==> src/rtl/game_state_ctrl.sv <==
// ---------------------------------------------------------------------------
// game_state_ctrl
//   Top-level game flow FSM (MENU / PLAY / WON / LOST, plus RESPAWN when lives
//   are enabled). Sits upstream of the obstacle position/time counter: it
//   drives menuScreen/playerWon/playerLost into that stage and consumes its
//   game_time. Tracks the current level and, optionally, the remaining lives.
//   Everything runs on the game-tick clock.
//
//   Optional feature macro: GAME_LIVES_EN
//     defined   -> per-game lives with a RESPAWN pause between hits
//     undefined -> single life; lives_left tied to 1, lifeLost tied to 0
//
// Ports
//   clk         in   1   game tick clock
//   reset       in   1   synchronous, active-high reset
//   start_btn   in   1   raw start button, asynchronous to clk
//   collision   in   1   player/obstacle overlap, sampled every cycle
//   game_time   in   11  elapsed level time from the counter stage
//   menuScreen  out  1   high in MENU
//   playerWon   out  1   high in WON
//   playerLost  out  1   high in LOST (and in RESPAWN)
//   playing     out  1   high in PLAY
//   level       out  3   current level, 1..MAX_LEVEL
//   lives_left  out  2   remaining lives
//   lifeLost    out  1   high in RESPAWN
// ---------------------------------------------------------------------------
module game_state_ctrl #(
  parameter int unsigned WIN_TIME     = 2000,
  parameter int unsigned RESULT_HOLD  = 120,
  parameter int unsigned MAX_LEVEL    = 7,
  parameter int unsigned NUM_LIVES    = 3,
  parameter int unsigned RESPAWN_HOLD = 30
) (
  input  logic        clk,
  input  logic        reset,
  input  logic        start_btn,
  input  logic        collision,
  input  logic [10:0] game_time,
  output logic        menuScreen,
  output logic        playerWon,
  output logic        playerLost,
  output logic        playing,
  output logic [2:0]  level,
  output logic [1:0]  lives_left,
  output logic        lifeLost
);

  // -------------------------------------------------------------------------
  // Widths and constants
  // -------------------------------------------------------------------------
  localparam int unsigned GT_W     = 11;
  localparam int unsigned LVL_W    = 3;
  localparam int unsigned LIVES_W  = 2;
  localparam int unsigned STATE_W  = 3;
  localparam int unsigned HOLD_MAX = (RESULT_HOLD > RESPAWN_HOLD) ? RESULT_HOLD : RESPAWN_HOLD;
  localparam int unsigned HOLD_W   = $clog2(HOLD_MAX + 1);

  localparam logic [GT_W-1:0]   WIN_GT      = GT_W'(WIN_TIME);
  localparam logic [LVL_W-1:0]  LVL_FIRST   = LVL_W'(1);
  localparam logic [LVL_W-1:0]  LVL_MAX     = LVL_W'(MAX_LEVEL);
  localparam logic [HOLD_W-1:0] RESULT_LAST = HOLD_W'(RESULT_HOLD - 1);

  localparam logic [2:0] ST_MENU    = 3'd0;
  localparam logic [2:0] ST_PLAY    = 3'd1;
  localparam logic [2:0] ST_WON     = 3'd2;
  localparam logic [2:0] ST_LOST    = 3'd3;
`ifdef GAME_LIVES_EN
  localparam logic [2:0] ST_RESPAWN = 3'd4;

  localparam logic [LIVES_W-1:0] LIVES_INIT   = LIVES_W'(NUM_LIVES);
  localparam logic [HOLD_W-1:0]  RESPAWN_LAST = HOLD_W'(RESPAWN_HOLD - 1);
`endif

  // -------------------------------------------------------------------------
  // Signals
  // -------------------------------------------------------------------------
  logic [STATE_W-1:0] state;
  logic [STATE_W-1:0] state_nxt;
  logic [HOLD_W-1:0]  hold_cnt;
  logic [HOLD_W-1:0]  hold_nxt;
  logic [LVL_W-1:0]   level_nxt;

  logic [1:0]         btn_sync;
  logic               btn_prev;
  logic               start_rise;

`ifdef GAME_LIVES_EN
  logic [LIVES_W-1:0] lives_nxt;
`endif

  // -------------------------------------------------------------------------
  // Start button: two-flop synchronizer plus one-cycle rising-edge pulse.
  // A held button yields exactly one start_rise.
  // -------------------------------------------------------------------------
  always_ff @(posedge clk) begin
    if (reset) begin
      btn_sync <= 2'b00;
      btn_prev <= 1'b0;
    end else begin
      btn_sync <= {btn_sync[0], start_btn};
      btn_prev <= btn_sync[1];
    end
  end

  assign start_rise = btn_sync[1] & ~btn_prev;

  // -------------------------------------------------------------------------
  // State, hold counter and level registers
  // -------------------------------------------------------------------------
  always_ff @(posedge clk) begin
    if (reset) begin
      state    <= ST_MENU;
      hold_cnt <= '0;
      level    <= LVL_FIRST;
    end else begin
      state    <= state_nxt;
      hold_cnt <= hold_nxt;
      level    <= level_nxt;
    end
  end

`ifdef GAME_LIVES_EN
  // Lives register, refilled on every new game
  always_ff @(posedge clk) begin
    if (reset) begin
      lives_left <= LIVES_INIT;
    end else begin
      lives_left <= lives_nxt;
    end
  end
`else
  assign lives_left = LIVES_W'(1);
  assign lifeLost   = 1'b0;
`endif

  // -------------------------------------------------------------------------
  // Next-state logic. hold_nxt defaults to zero so the counter clears on
  // every state change and only counts while a hold state is kept.
  // -------------------------------------------------------------------------
  always_comb begin
    state_nxt = state;
    level_nxt = level;
    hold_nxt  = '0;
`ifdef GAME_LIVES_EN
    lives_nxt = lives_left;
`endif

    case (state)
      ST_MENU: begin
        if (start_rise) begin
          state_nxt = ST_PLAY;
`ifdef GAME_LIVES_EN
          lives_nxt = LIVES_INIT;
`endif
        end
      end

      // Collision outranks a win landing on the same cycle
      ST_PLAY: begin
        if (collision) begin
`ifdef GAME_LIVES_EN
          if (lives_left > LIVES_W'(1)) begin
            state_nxt = ST_RESPAWN;
            lives_nxt = lives_left - LIVES_W'(1);
          end else begin
            state_nxt = ST_LOST;
            level_nxt = LVL_FIRST;
            lives_nxt = '0;
          end
`else
          state_nxt = ST_LOST;
          level_nxt = LVL_FIRST;
`endif
        end else if (game_time >= WIN_GT) begin
          state_nxt = ST_WON;
          level_nxt = (level >= LVL_MAX) ? LVL_MAX : level + LVL_W'(1);
        end
      end

      // Result screen: timed return to MENU, start_rise skips the wait
      ST_WON, ST_LOST: begin
        if (start_rise || (hold_cnt == RESULT_LAST)) begin
          state_nxt = ST_MENU;
        end else begin
          hold_nxt = hold_cnt + HOLD_W'(1);
        end
      end

`ifdef GAME_LIVES_EN
      // Short pause after losing a life, then straight back into play
      ST_RESPAWN: begin
        if (hold_cnt == RESPAWN_LAST) begin
          state_nxt = ST_PLAY;
        end else begin
          hold_nxt = hold_cnt + HOLD_W'(1);
        end
      end
`endif

      default: begin
        state_nxt = ST_MENU;
      end
    endcase
  end

  // -------------------------------------------------------------------------
  // Registered Moore decode of the state, one clock behind the state register
  // -------------------------------------------------------------------------
  always_ff @(posedge clk) begin
    if (reset) begin
      menuScreen <= 1'b1;
      playerWon  <= 1'b0;
      playerLost <= 1'b0;
      playing    <= 1'b0;
`ifdef GAME_LIVES_EN
      lifeLost   <= 1'b0;
`endif
    end else begin
      menuScreen <= (state == ST_MENU);
      playerWon  <= (state == ST_WON);
      playing    <= (state == ST_PLAY);
`ifdef GAME_LIVES_EN
      playerLost <= (state == ST_LOST) || (state == ST_RESPAWN);
      lifeLost   <= (state == ST_RESPAWN);
`else
      playerLost <= (state == ST_LOST);
`endif
    end
  end

endmodule

==> config.mk <==
export PLATFORM = sky130hd
export DESIGN_NAME = game_state_ctrl
export DESIGN_NICKNAME = d
export VERILOG_FILES = /design/src/rtl/game_state_ctrl.sv
export SDC_FILE = /design/constraint.sdc
export NUM_CORES = 1
export LEC_CHECK = 0
export CAP_MARGIN = 20
export CORE_MARGIN = 4
export CORE_UTILIZATION = 44
export CTS_BUF_LIST = sky130_fd_sc_hd__clkbuf_8 sky130_fd_sc_hd__clkbuf_16
export DETAILED_ROUTE_END_ITERATION = 7
export GPL_ROUTABILITY_DRIVEN = 0
export HOLD_SLACK_MARGIN = 0.06
export PLACE_DENSITY = 0.76
export SETUP_SLACK_MARGIN = 0.3
export SLEW_MARGIN = 30
export SYNTH_ARGS = -nofsm -noshare
export SYNTH_HDL_FRONTEND = slang
export SYNTH_SLANG_ARGS = --single-unit
==> constraint.sdc <==
create_clock -name clk -period 1.9 [get_ports clk]
set_input_delay 0.19 -clock clk [delete_from_list [all_inputs] [get_ports clk]]
set_output_delay 0.19 -clock clk [all_outputs]
set_load 0.1 [all_outputs]
Word level (Yosys, flattened, before mapping) --
Cells that the tools add are included.
Word-level totals: input bits 15, flip-flop bits (word level) 20, bits in writable memories 0, ROM bits 0, memories kept 0, latch bits 0
Operators by class: equal/unequal tests 7, order comparisons 2, multiply operators 0, mux-type cells 8, add/subtract/negate cells 2, bitwise gates (word level) 3, divide/modulo/power cells 0, shift-type cells 0, reductions and logical operators 7
Operators with widths (count):
- $mux W3 | 7
- $ge A11 B11 Y1 const B | 1
- $pmux W3 S3 | 1
- $add A7 B1 Y7 const B | 1
- $eq A7 B7 Y1 const B | 1
- $eq A3 B2 Y1 const B | 2
- $ne A2 B2 Y1 const B | 2
- $add A3 B1 Y3 const B | 1
- $eq A3 B1 Y1 const B | 1
- $ge A3 B3 Y1 const B | 1
- $logic_not A3 Y1 | 1
- $ne A3 B3 Y1 const B | 1
- $reduce_and A3 Y1 | 1
- $reduce_or A3 Y1 | 1
- $not A1 Y1 | 2
- $reduce_and A2 Y1 | 1
- $reduce_bool A2 Y1 | 1
- $reduce_or A2 Y1 | 1
- $and A1 B1 Y1 | 1
- $logic_or A1 B1 Y1 | 1

Logic depth before layout (Yosys ltp) --
depth in word-level cells 5, mapped depth 6

Worst setup path after synthesis --
OpenSTA, ideal clock, no wires.
path type reg2reg, start point register level[1], end point register level[2], period minus slack after synthesis 1.989 ns, setup slack -0.089 ns, arrival 1.855 ns, data required time 1.767 ns, cell stages (with the launch flop) 5, buffers on the path 0, library setup time 0.133 ns, cell sequence dfxtp_1 > ha_1 > ha_1 > o311ai_0 > a21oi_1
On the way: word-level cells in the longest chain between the ends 4
Ends and longest elaborated chain:
- from (decl) | line 43 | output logic [2:0] level,
- from (signal assigned) | line 118 | level <= level_nxt;
- $add A3 B1 Y3 / $ge A3 B3 Y1 (equally long branches) | line 176 | level_nxt = (level >= LVL_MAX) ? LVL_MAX : level + LVL_W'(1);
- $mux W3 * | line 176
- $mux W3 * | line 174 | end else if (game_time >= WIN_GT) begin
- $mux W3 * | line 160 | if (collision) begin
Every way passes the cells marked *; elsewhere a longest branch is shown, timed or not. The select of a mux whose other input is x is not followed. A chain may end at the register's enable or synchronous reset.

Worst setup path in the final report --
start point register hold_cnt[0], end point register state[1]
On the way: word-level cells in the longest chain between the ends 4
Ends and longest elaborated chain:
- from (decl) | line 79 | logic [HOLD_W-1:0] hold_cnt;
- from (signal assigned) | line 117 | hold_cnt <= hold_nxt;
- $eq A7 B7 Y1 | line 182 | if (start_rise || (hold_cnt == RESULT_LAST)) begin
- $logic_or A1 B1 Y1 | line 182
- $ne A2 B2 Y1 (no source line)
- $reduce_and A3 Y1 (no source line)
- to (signal assigned) | line 116 | state <= state_nxt;
- to (decl) | line 77 | logic [STATE_W-1:0] state;
Every way passes these cells.

==> impl_results.md <==
* Run status: completed
* Post-route cell area at 1040 um^2
* FILL cells at 154
* Core Rows at 15
* Hold WC Path Type: reg2reg
* Die height at 51.4 um
* WL met3 at 75 um
* Synth async-reset ratio at 0%
* Final setup vio count at 0
* Mapped Area at 827 um^2
* GRT overflow at 0
* Distinct cells, synth at 35
* Vias/cell at 4.85
* Port buffer count at 17
* H-Tree Depth at 1
* Number of synthesized flops with an enable pin at 0
* Largest net degree at the start of global routing at 11
* DP Area at 993 um^2
* Crit path time final at 1.41 ns
* Setup TNS at 0 ns
* Syn. warnings at 0
* Critical path launch point type: register
* Max_cap viols at 0
* Commonest non-fill, non-tap cell in the layout: dfxtp_1
* Die width at 51.4 um
* Starting density of the core at 47.4%
* Register area share after synthesis at 46.0%
* Clock Latency Late Sink at 0.25 ns
* Placed insts at 124
* RSZ-0062 raised after global routing: no
* Highest Signal Layer: met4
* Vias in the first global route at 566
* Non-Filler Instances at 128
* Crit end category: register
* Initial antenna violation count at 0
* Final Hold Viols at 0
* Syn_area_per_cell at 9.73 um^2
* Detailed-route wire length on metal 1 at 676 um
* CTS Sinks at 19
* DRT antenna net count at 0
* Synth Flop Type: dfxtp_1
* Area Growth Syn to Fin at 26.2%
* Seq cells post-synth at 19
* CTS Root Cell: clkbuf_8
* Cells after synthesis at 85
* CP Max Fanout at 8
* Clk buf depth at 2
* Most frequent cells in the layout: 16 x dfxtp_1, 10 x clkdlybuf4s50_1, 8 x buf_4, 7 x nor2_2, 6 x nor2_1
* CTS Buf Count at 3
* Clk_skew at 0.00122 ns
* # IOs at 25
* Leak at 0.000398 uW
* Critical path class: reg2reg
* Share of post-route cells with drive strength above 1 at 27.2%
* Fmax at 0.707 GHz
* Drt total wl at 1.42 mm
* DP Wirelength at 1.06 mm
* CP arrival at 1.55 ns
* Crit share post-route at 74.4%
* Clk slew on worst S/H paths at 0.07 ns
* Power per cell area at 735 nW/um^2
* Routed len/inst at 11.1 um
* Setup bufs post-CTS at 0
* Max Slew Vio Count at 0
* Peak VDD IR at 0.000438 V
* Place WS at 0.266 ns
* Nets at 122
* First-pass GRT wire length at 2.31 mm
* DR vias at 621
* Residual DRC count at 0
* DR pass1 iterations at 4
* Gr usage total at 11.7%
* CTS tree: done
* Final worst slack at 0.486 ns
* Crit path required time at 2.04 ns
* Die area at 2640 um^2
* Core area at 1750 um^2
* First-iteration detailed-routing DRC count at 8
* Routed length on met2 at 639 um
* Ant. Diodes at 0
==> worst max-delay path: stages (launching register included) <==
cell	delay (ns)
dfxtp_1	0.37
ha_1	0.23
nand3_2	0.10
nor3_2	0.25
or3_4	0.26
o31ai_1	0.09
==> area by class of cell <==
class,count,area [um^2],area share (%)
Timing Repair Buffer,18,160,15.3
Clock inverter,1,3.75,0.360
Multi-Input combinational cell,59,407,39.0
Inverter,3,11.3,1.08
Sequential cell,19,389,37.3
Tap cell,25,31.3,3.00
Clock buffer,3,41.3,3.96
==> per-layer routing <==
metal	up-vias	global-route usage [%]
met2	16	17.8
met3	2	2.92
met1	282	14.9
met5	-	0
li1	321	-
met4	0	6.55
==> flip-flops by register name (all words and copies together) (netlist names), 2 cells and up <==
signal	cells
state	2
level	3
btn_sync	2
hold_cnt	7
==> cells by family (layout without fill, tap and decap cells) <==
kind of cell | Yosys count | after routing | share of synthesized area (%)
other | 2 | 3 | 0.908
DFF | 19 | 19 | 46.0
adders and majority gates | 3 | 3 | 4.54
buffers and inverters | 8 | 25 | 5.90
and+or+nand+nor | 31 | 31 | 22.7
AOI/OAI and AO/OA | 17 | 17 | 14.7
xor gates and xnor gates | 5 | 5 | 5.30
==> per-stage QoR <==
step	hold slack, ns	utilization (%)	power [uW]
floorplan	0.318	-	485
detailed placement	0.435	56.9	510
global route	0.475	59.8	797
global placement	0.419	56.9	509
finish	0.451	59.8	766
CTS	0.452	59.8	778
==> power breakdown <==
part / internal [uW] / total, uW / switching [uW]
Combinational: 31.8 / 94.2 / 62.4
Clock: 143 / 265 / 122
Sequential: 403 / 408 / 4.65
Total: 578 / 766 / 189
==> synthesized netlist by cell type (2+ instances only) <==
master / number / area share (%)
dfxtp_1: 19 / 46
nor2_2: 7 / 5.3
nor2_1: 6 / 2.7
buf_4: 3 / 2.7
ha_1: 3 / 4.5
inv_1: 3 / 1.4
nand3_1: 3 / 1.8
nor2b_1: 3 / 2.3
o21ai_0: 3 / 1.8
xnor2_1: 3 / 3.2
a211oi_1: 2 / 1.8
a21oi_1: 2 / 1.2
conb_1: 2 / 0.91
nand2_1: 2 / 0.91
o21ai_1: 2 / 1.2
o311ai_0: 2 / 2.1
xor2_1: 2 / 2.1
==> timing repair <==
item / 4_1_cts / 5_1_grt
setup endpoints to repair: 1 / 0
hold buffers: 0 / 0
hold endpoints to repair: 0 / 0
resized for setup: 1 / 0
==> path summary, 6_finish.rpt <==
path	from	endpoint	slack (ns)	cells after the start
min	btn_sync[0]	btn_sync[1]	0.45	1
max	hold_cnt[0]	state[1]	0.49	5
max reg2reg	hold_cnt[0]	state[1]	0.49	5
min reg2reg	btn_sync[0]	btn_sync[1]	0.45	1
Note: power is estimated with default switching activity, not from simulation.
